File: src/rtl/rxll_ll_pkg.sv
// Shared definitions for the receive LocalLink source stage: FIFO word bit
// positions, FSM state encoding and the one-beat LocalLink record.
package rxll_ll_pkg;

  localparam int RXLL_SOF_BIT  = 35;
  localparam int RXLL_EOF_BIT  = 34;
  localparam int RXLL_CRC_BIT  = 33;
  localparam int RXLL_RSVD_BIT = 32;
  localparam int RXLL_WCNT_W   = 16;

  typedef enum logic [2:0] {
    IDLE,
    XFER,
    WAIT_ACK,
    DRAIN_ACK,
    DRAIN
  } rxll_state_e;

  // One LocalLink beat with active-high framing; the output register inverts.
  typedef struct packed {
    logic [31:0] data;
    logic        sof;
    logic        eof;
    logic        err;
  } ll_beat_t;

endpackage

File: src/rtl/rxll_ll_out_reg.sv
// One-beat LocalLink output register. Holds its beat under backpressure and
// can re-flag the held (or last sent) word as an error-terminated eof beat.
module rxll_ll_out_reg
  import rxll_ll_pkg::*;
(
  input  logic        clk,
  input  logic        rst,
  input  logic        load,
  input  ll_beat_t    beat,
  input  logic        force_eof,
  input  logic        ll_dst_rdy_n,
  output logic [31:0] ll_data,
  output logic        ll_sof_n,
  output logic        ll_eof_n,
  output logic        ll_src_rdy_n,
  output logic        ll_err,
  output logic        full,
  output logic        xfer
);

  assign full = !ll_src_rdy_n;
  assign xfer = !ll_src_rdy_n && !ll_dst_rdy_n;

  // NOTE: every register here is assigned with <= so all of them sample the
  // pre-edge values; a blocking = would leak new values into later lines.
  always_ff @(posedge clk or posedge rst) begin
    if (rst) begin
      ll_data      <= '0;
      ll_sof_n     <= 1'b1;
      ll_eof_n     <= 1'b1;
      ll_src_rdy_n <= 1'b1;
      ll_err       <= 1'b0;
    end else if (load) begin
      ll_data      <= beat.data;
      ll_sof_n     <= !beat.sof;
      ll_eof_n     <= !beat.eof;
      ll_err       <= beat.err;
      ll_src_rdy_n <= 1'b0;
    end else if (force_eof) begin
      // A beat still waiting keeps its sof; one already gone is re-sent
      // as a plain continuation word that closes the frame with an error.
      if (!full || xfer) begin
        ll_sof_n <= 1'b1;
      end
      ll_eof_n     <= 1'b0;
      ll_err       <= 1'b1;
      ll_src_rdy_n <= 1'b0;
    end else if (xfer) begin
      ll_src_rdy_n <= 1'b1;
    end
  end

endmodule

File: src/rtl/rxll_ll.sv
// Receive-side LocalLink source: pops FWFT link-layer FIFO words and emits
// gated, length-checked frames. Define RXLL_CUT_THROUGH_EN for cut-through.
module rxll_ll
  import rxll_ll_pkg::*;
#(
  parameter int C_MAX_WORDS = 2049,
  parameter int C_CNT_WIDTH = 16
) (
  input  logic                   clk,
  input  logic                   rst,
  input  logic [35:0]            fifo_do,
  input  logic                   fifo_empty,
  input  logic                   fifo_almost_empty,
  input  logic                   fifo_eof_rdy,
  output logic                   fifo_rd_en,
  output logic [31:0]            ll_data,
  output logic                   ll_sof_n,
  output logic                   ll_eof_n,
  output logic                   ll_src_rdy_n,
  input  logic                   ll_dst_rdy_n,
  output logic                   ll_err,
  output logic [C_CNT_WIDTH-1:0] frm_cnt,
  output logic [C_CNT_WIDTH-1:0] drop_cnt
);

  localparam logic [RXLL_WCNT_W-1:0] MAX_WORDS = RXLL_WCNT_W'(C_MAX_WORDS);

  rxll_state_e            state;
  logic [RXLL_WCNT_W-1:0] word_cnt;
  logic [RXLL_WCNT_W-1:0] word_next;
  logic                   head_sof;
  logic                   head_eof;
  logic                   head_crc;
  logic                   start_gate;
  logic                   collide;
  logic                   at_max;
  logic                   out_full;
  logic                   out_xfer;
  logic                   out_free;
  logic                   load;
  ll_beat_t               beat;
  logic                   unused_ok;

  assign head_sof  = fifo_do[RXLL_SOF_BIT];
  assign head_eof  = fifo_do[RXLL_EOF_BIT];
  assign head_crc  = fifo_do[RXLL_CRC_BIT];
  assign unused_ok = ^{fifo_do[RXLL_RSVD_BIT], fifo_almost_empty};

`ifdef RXLL_CUT_THROUGH_EN
  assign start_gate = fifo_eof_rdy || !fifo_almost_empty;
`else
  assign start_gate = fifo_eof_rdy;
`endif

  assign out_free  = !out_full || out_xfer;
  assign word_next = word_cnt + 1'b1;
  assign at_max    = (word_next == MAX_WORDS);

  // A sof at the head after the first word means the current frame lost its eof.
  assign collide = (state == XFER) && !fifo_empty && head_sof && (word_cnt != '0);

  // NOTE: a default before the case keeps this block purely combinational;
  // any path that skipped the assignment would infer a latch.
  always_comb begin
    fifo_rd_en = 1'b0;
    unique case (state)
      XFER:    fifo_rd_en = !fifo_empty && out_free && !collide;
      DRAIN:   fifo_rd_en = !fifo_empty;
      default: fifo_rd_en = 1'b0;
    endcase
  end

  assign load = (state == XFER) && fifo_rd_en;

  always_comb begin
    beat.data = fifo_do[31:0];
    beat.sof  = head_sof;
    beat.eof  = head_eof || at_max;
    beat.err  = head_eof ? head_crc : at_max;
  end

  rxll_ll_out_reg u_out_reg (
    .clk          (clk),
    .rst          (rst),
    .load         (load),
    .beat         (beat),
    .force_eof    (collide),
    .ll_dst_rdy_n (ll_dst_rdy_n),
    .ll_data      (ll_data),
    .ll_sof_n     (ll_sof_n),
    .ll_eof_n     (ll_eof_n),
    .ll_src_rdy_n (ll_src_rdy_n),
    .ll_err       (ll_err),
    .full         (out_full),
    .xfer         (out_xfer)
  );

  always_ff @(posedge clk or posedge rst) begin
    if (rst) begin
      state    <= IDLE;
      word_cnt <= '0;
      frm_cnt  <= '0;
      drop_cnt <= '0;
    end else begin
      unique case (state)
        IDLE: begin
          word_cnt <= '0;
          if (!fifo_empty) begin
            if (!head_sof) begin
              drop_cnt <= drop_cnt + 1'b1;
              state    <= DRAIN;
            end else if (start_gate) begin
              state <= XFER;
            end
          end
        end
        XFER: begin
          if (collide) begin
            drop_cnt <= drop_cnt + 1'b1;
            state    <= WAIT_ACK;
          end else if (fifo_rd_en) begin
            word_cnt <= word_next;
            if (head_eof) begin
              state <= WAIT_ACK;
            end else if (at_max) begin
              drop_cnt <= drop_cnt + 1'b1;
              state    <= DRAIN_ACK;
            end
          end
        end
        WAIT_ACK: begin
          if (out_xfer) begin
            frm_cnt <= frm_cnt + 1'b1;
            state   <= IDLE;
          end
        end
        DRAIN_ACK: begin
          if (out_xfer) begin
            frm_cnt <= frm_cnt + 1'b1;
            state   <= DRAIN;
          end
        end
        DRAIN: begin
          if (fifo_rd_en && head_eof) begin
            state <= IDLE;
          end
        end
        default: state <= IDLE;
      endcase
    end
  end

endmodule

File: config.mk
export PLATFORM = sky130hd
export DESIGN_NAME = rxll_ll
export DESIGN_NICKNAME = d
export VERILOG_FILES = /design/src/rtl/rxll_ll_pkg.sv /design/src/rtl/rxll_ll_out_reg.sv /design/src/rtl/rxll_ll.sv
export SDC_FILE = /design/constraint.sdc
export NUM_CORES = 1
export LEC_CHECK = 0
export ABC_AREA = 0
export BUFFER_PORTS_ARGS = -buffer_cell sky130_fd_sc_hd__buf_2
export CORE_ASPECT_RATIO = 0.9
export CORE_MARGIN = 2
export CORE_UTILIZATION = 30
export DETAILED_ROUTE_END_ITERATION = 12
export PLACE_DENSITY = 0.51
export SYNTH_ARGS = -nofsm -noshare
export SYNTH_HDL_FRONTEND = slang
export SYNTH_SLANG_ARGS = --single-unit
export TNS_END_PERCENT = 100
File: constraint.sdc
create_clock -name clk -period 4.93 [get_ports clk]
set_input_delay 0.493 -clock clk [delete_from_list [all_inputs] [get_ports clk]]
set_output_delay 0.493 -clock clk [all_outputs]
set_load 0.02 [all_outputs]
==> results.txt <==
----------------------------------------------------
[Final layout]
  Sequential cell area in the final layout ... 2180 um2
  Final core occ ... 0.375
  Share of layout cells above drive strength 1 ... 0.266
  Number of antenna diodes ... 0
  Area added between synthesis and finish ... 22.7%
  Layout net count ... 595
  Fin area ... 5240 um2
  Number of filler instances in the final layout ... 1440
  Multi-input logic area ... 1920 um2

[Placement]
  Total of buffers placed on input and output ports ... 108
  Area after detailed placement ... 4930 um2
  Final weighted congestion of routability-driven global placement ... 0.852
  Hpwl dp ... 7090 um

[STA]
  Final number of max-transition violations ... 0
  Worst-margin pin slew ... 1030 ps
  Hold violation total from the final report ... 0
  Maximum clock frequency ... 272 MHz
  Final Cycle Share ... 0.745
  Max-slew headroom ... 0.313
  Total Neg Setup Slack ... 0 ps
  Worst clock skew ... 6.14 ps
  Min Hold Slack ... 265 ps
  RSZ-0062 raised after global routing ... false
  Final-report setup violation count ... 0
  Shortest clock period the worst path allows after layout ... 3670 ps

[Clock network]
  # clock sinks ... 87
  Insertion delay to the later sink of the worst-skew pair ... 350 ps
  Number of buffers on the longest clock path ... 2
  Post CTS Setup Buffer Count ... 0
  Register clock-pin slew on the reported worst setup and hold paths ... 60 ps
  Cells resized by post-CTS repair ... 0
  Number of levels in the clock H-tree ... 3
  Clock Tree Root ... clkbuf_16
  Post-CTS Hold Buffers ... 0
  Total clock buffers created by CTS ... 9
  TritonCTS clock tree ... yes

[Worst setup path]
  Maximum fanout count along the critical path ... 53
  Data arrival time of the worst path ... 3180 ps
  Register-to-register setup slack ... 1720 ps
  Beginning of the worst register-to-register path ... word_cnt[0]
  CP Cell Sequence ... inv_1, ha_1, nor4b_1, nand3_1, o21ai_2, nand2_2, o21ai_0, buf_2
  CP endpoint kind ... primary output
  CP max stage delay ... 610 ps
  Kind of start point of the critical path ... flip-flop
  Cell type of the slowest stage on the worst timing path ... nand2_2
  Crit path kind ... flip-flop to primary output
  Data required time of the critical path ... 4440 ps
  Worst setup path start ... word_cnt[0]

[Logic synthesis]
  Yosys warnings ... 0
  Synth top area share ... 0.492
  Sequential area share after synthesis ... 0.511
  Post-Syn Nets ... 495
  Async SR Flop Fraction ... 1.00
  Post-synthesis average cell area ... 9.51 um2
  EDFF count, synth ... 0
  Flip-flop and latch count after synthesis ... 87
  Netlist area before placement ... 4270 um2
  Number of distinct library cells after synthesis ... 57
  Cell types with the largest area share after synthesis ... dfrtp_1 (49%), nand2_1 (11%), xnor2_1 (5.5%), nor2_1 (2.5%), dfstp_2 (1.8%)
  Area leader, netlist ... dfrtp_1
  Mapped Cells ... 449
  Most used DFF post-synth ... dfrtp_1

[Global routing]
  Global router's overall resource usage ... 0.139
  Met1 GRT Util ... 0.181
  GR Layer Usage met2 ... 0.218
  Overflow left after global routing ... 0
  Via count of the first global-routing pass ... 3299
  Grt peak-use layer ... met2
  Initial antenna violation count ... 1
  Pin count of the biggest net entering global routing ... 54
  Met3 demand-to-capacity share in global routing ... 0.0486
  First-pass GRT wire length ... 16500 um

[Floorplanning]
  Number of primary I/O pins ... 111
  Die Outline Area ... 15200 um2
  Horiz. Die Dim ... 130 um
  Y dimension of the die ... 117 um
  Rows ... 41
  Core area ... 14000 um2
  Effective utilization at floorplan ... 0.306

[Route]
  Number of design rule violations left after detail routing ... 0
  Via Count ... 3523
  Remaining antenna violation count after routing ... 0
  First drt pass iteration count ... 4
  Iter 0 DRT Violations ... 160
  Total wire length after detailed routing ... 10200 um
  Wire per inst ... 13.6 um
  Via count normalized by instance count ... 4.72

[Power]
  Worst IR drop on VDD ... 0.000244 V
  Static leakage ... 2.65 nW
  Pwr dens ... 500 nW/um2

[Hold path]
  Hold Path Class ... input pin to asynchronous set/reset pin

[Job]
  Number of maximum-capacitance constraint violations ... 0

[Outcome]
  Status ... complete, no violations

----------------------------------------------------
[registers in the layout, indices dropped and copies added (netlist names)]
name / count
u_out_reg.ll_data: 32
state: 3
u_out_reg.ll_src_rdy_n: 1
u_out_reg.ll_eof_n: 1
drop_cnt: 16
frm_cnt: 16
word_cnt: 16
u_out_reg.ll_sof_n: 1
u_out_reg.ll_err: 1
[area by class of cell]
class / instances / share of cell area
Clock buffer: 11 / 0.0482
Multi-Input combinational cell: 333 / 0.367
Sequential cell: 87 / 0.416
Clock inverter: 4 / 0.0103
Tap cell: 193 / 0.0461
Inverter: 8 / 0.00597
Timing Repair Buffer: 110 / 0.106
[cell families (layout without fill, tap and decap cells)]
family / after synthesis / after routing / share of synthesized area
xor+xnor: 35 / 35 / 0.0718
simple gates: 232 / 232 / 0.266
buf+inv: 29 / 133 / 0.0387
compound gates: 59 / 59 / 0.0935
flops: 87 / 87 / 0.511
fa+ha+maj: 4 / 4 / 0.0117
mux: 3 / 3 / 0.00762
[worst paths after layout]
kind                       cells after the start               endpoint
min in group clk                               3   u_out_reg.ll_data[3]
setup reg to reg                               9           word_cnt[12]
max in group asynchronous                      3            word_cnt[8]
hold / removal                                 2            frm_cnt[15]
hold reg to reg                                2  u_out_reg.ll_data[16]
setup / recovery                               8             fifo_rd_en
[per-layer routing]
layer,routed length [um],part of all wire
met1,4780,0.47
met3,546,0.054
met5,13,0.0013
met4,127,0.013
met2,4690,0.46
[cell usage after synthesis, drive strengths merged, types with 5 or more instances]
| library cell | count |
|---|---|
| nor3 | 10 |
| nand4 | 15 |
| o21ai | 21 |
| xor2 | 8 |
| xnor2 | 27 |
| inv | 8 |
| a21oi | 12 |
| nand3 | 18 |
| buf | 16 |
| clkbuf | 5 |
| dfrtp | 84 |
| nor2 | 28 |
| and3 | 12 |
| nand2 | 125 |
[power breakdown]
| group | internal, mW | switching (mW) |
|---|---|---|
| Sequential | 0.903 | 0.139 |
| Clock | 0.419 | 0.280 |
| Combinational | 0.301 | 0.577 |
| Total | 1.62 | 0.996 |
[stage by stage]
stage	instances	power (mW)	worst slack, ps
floorplan	449	1.66	2190
global route	746	2.81	1060
finish	746	2.62	1260
global placement	731	1.93	1620
detailed placement	731	1.95	1590
CTS	746	2.67	1180
[critical path, delay by kind of cell, from the launching register on]
| kind | cells | cell delay, ps |
|---|---|---|
| adders and majority gates | 1 | 180 |
| buffers and inverters | 2 | 340 |
| and+or+nand+nor | 3 | 1150 |
| AOI/OAI and AO/OA | 2 | 710 |
| DFF | 1 | 460 |
[layout by cell type (no fill, tap or decap), drive strengths merged, types with 10 or more instances in the layout]
cell | netlist | layout
buf | 16 | 110
and3 | 12 | 12
xnor2 | 27 | 27
nor3 | 10 | 10
dfrtp | 84 | 84
nand4 | 15 | 15
nand3 | 18 | 18
nand2 | 125 | 125
clkbuf | 5 | 11
nor2 | 28 | 28
a21oi | 12 | 12
o21ai | 21 | 21
No activity file was read; power rests on OpenSTA's default activity.
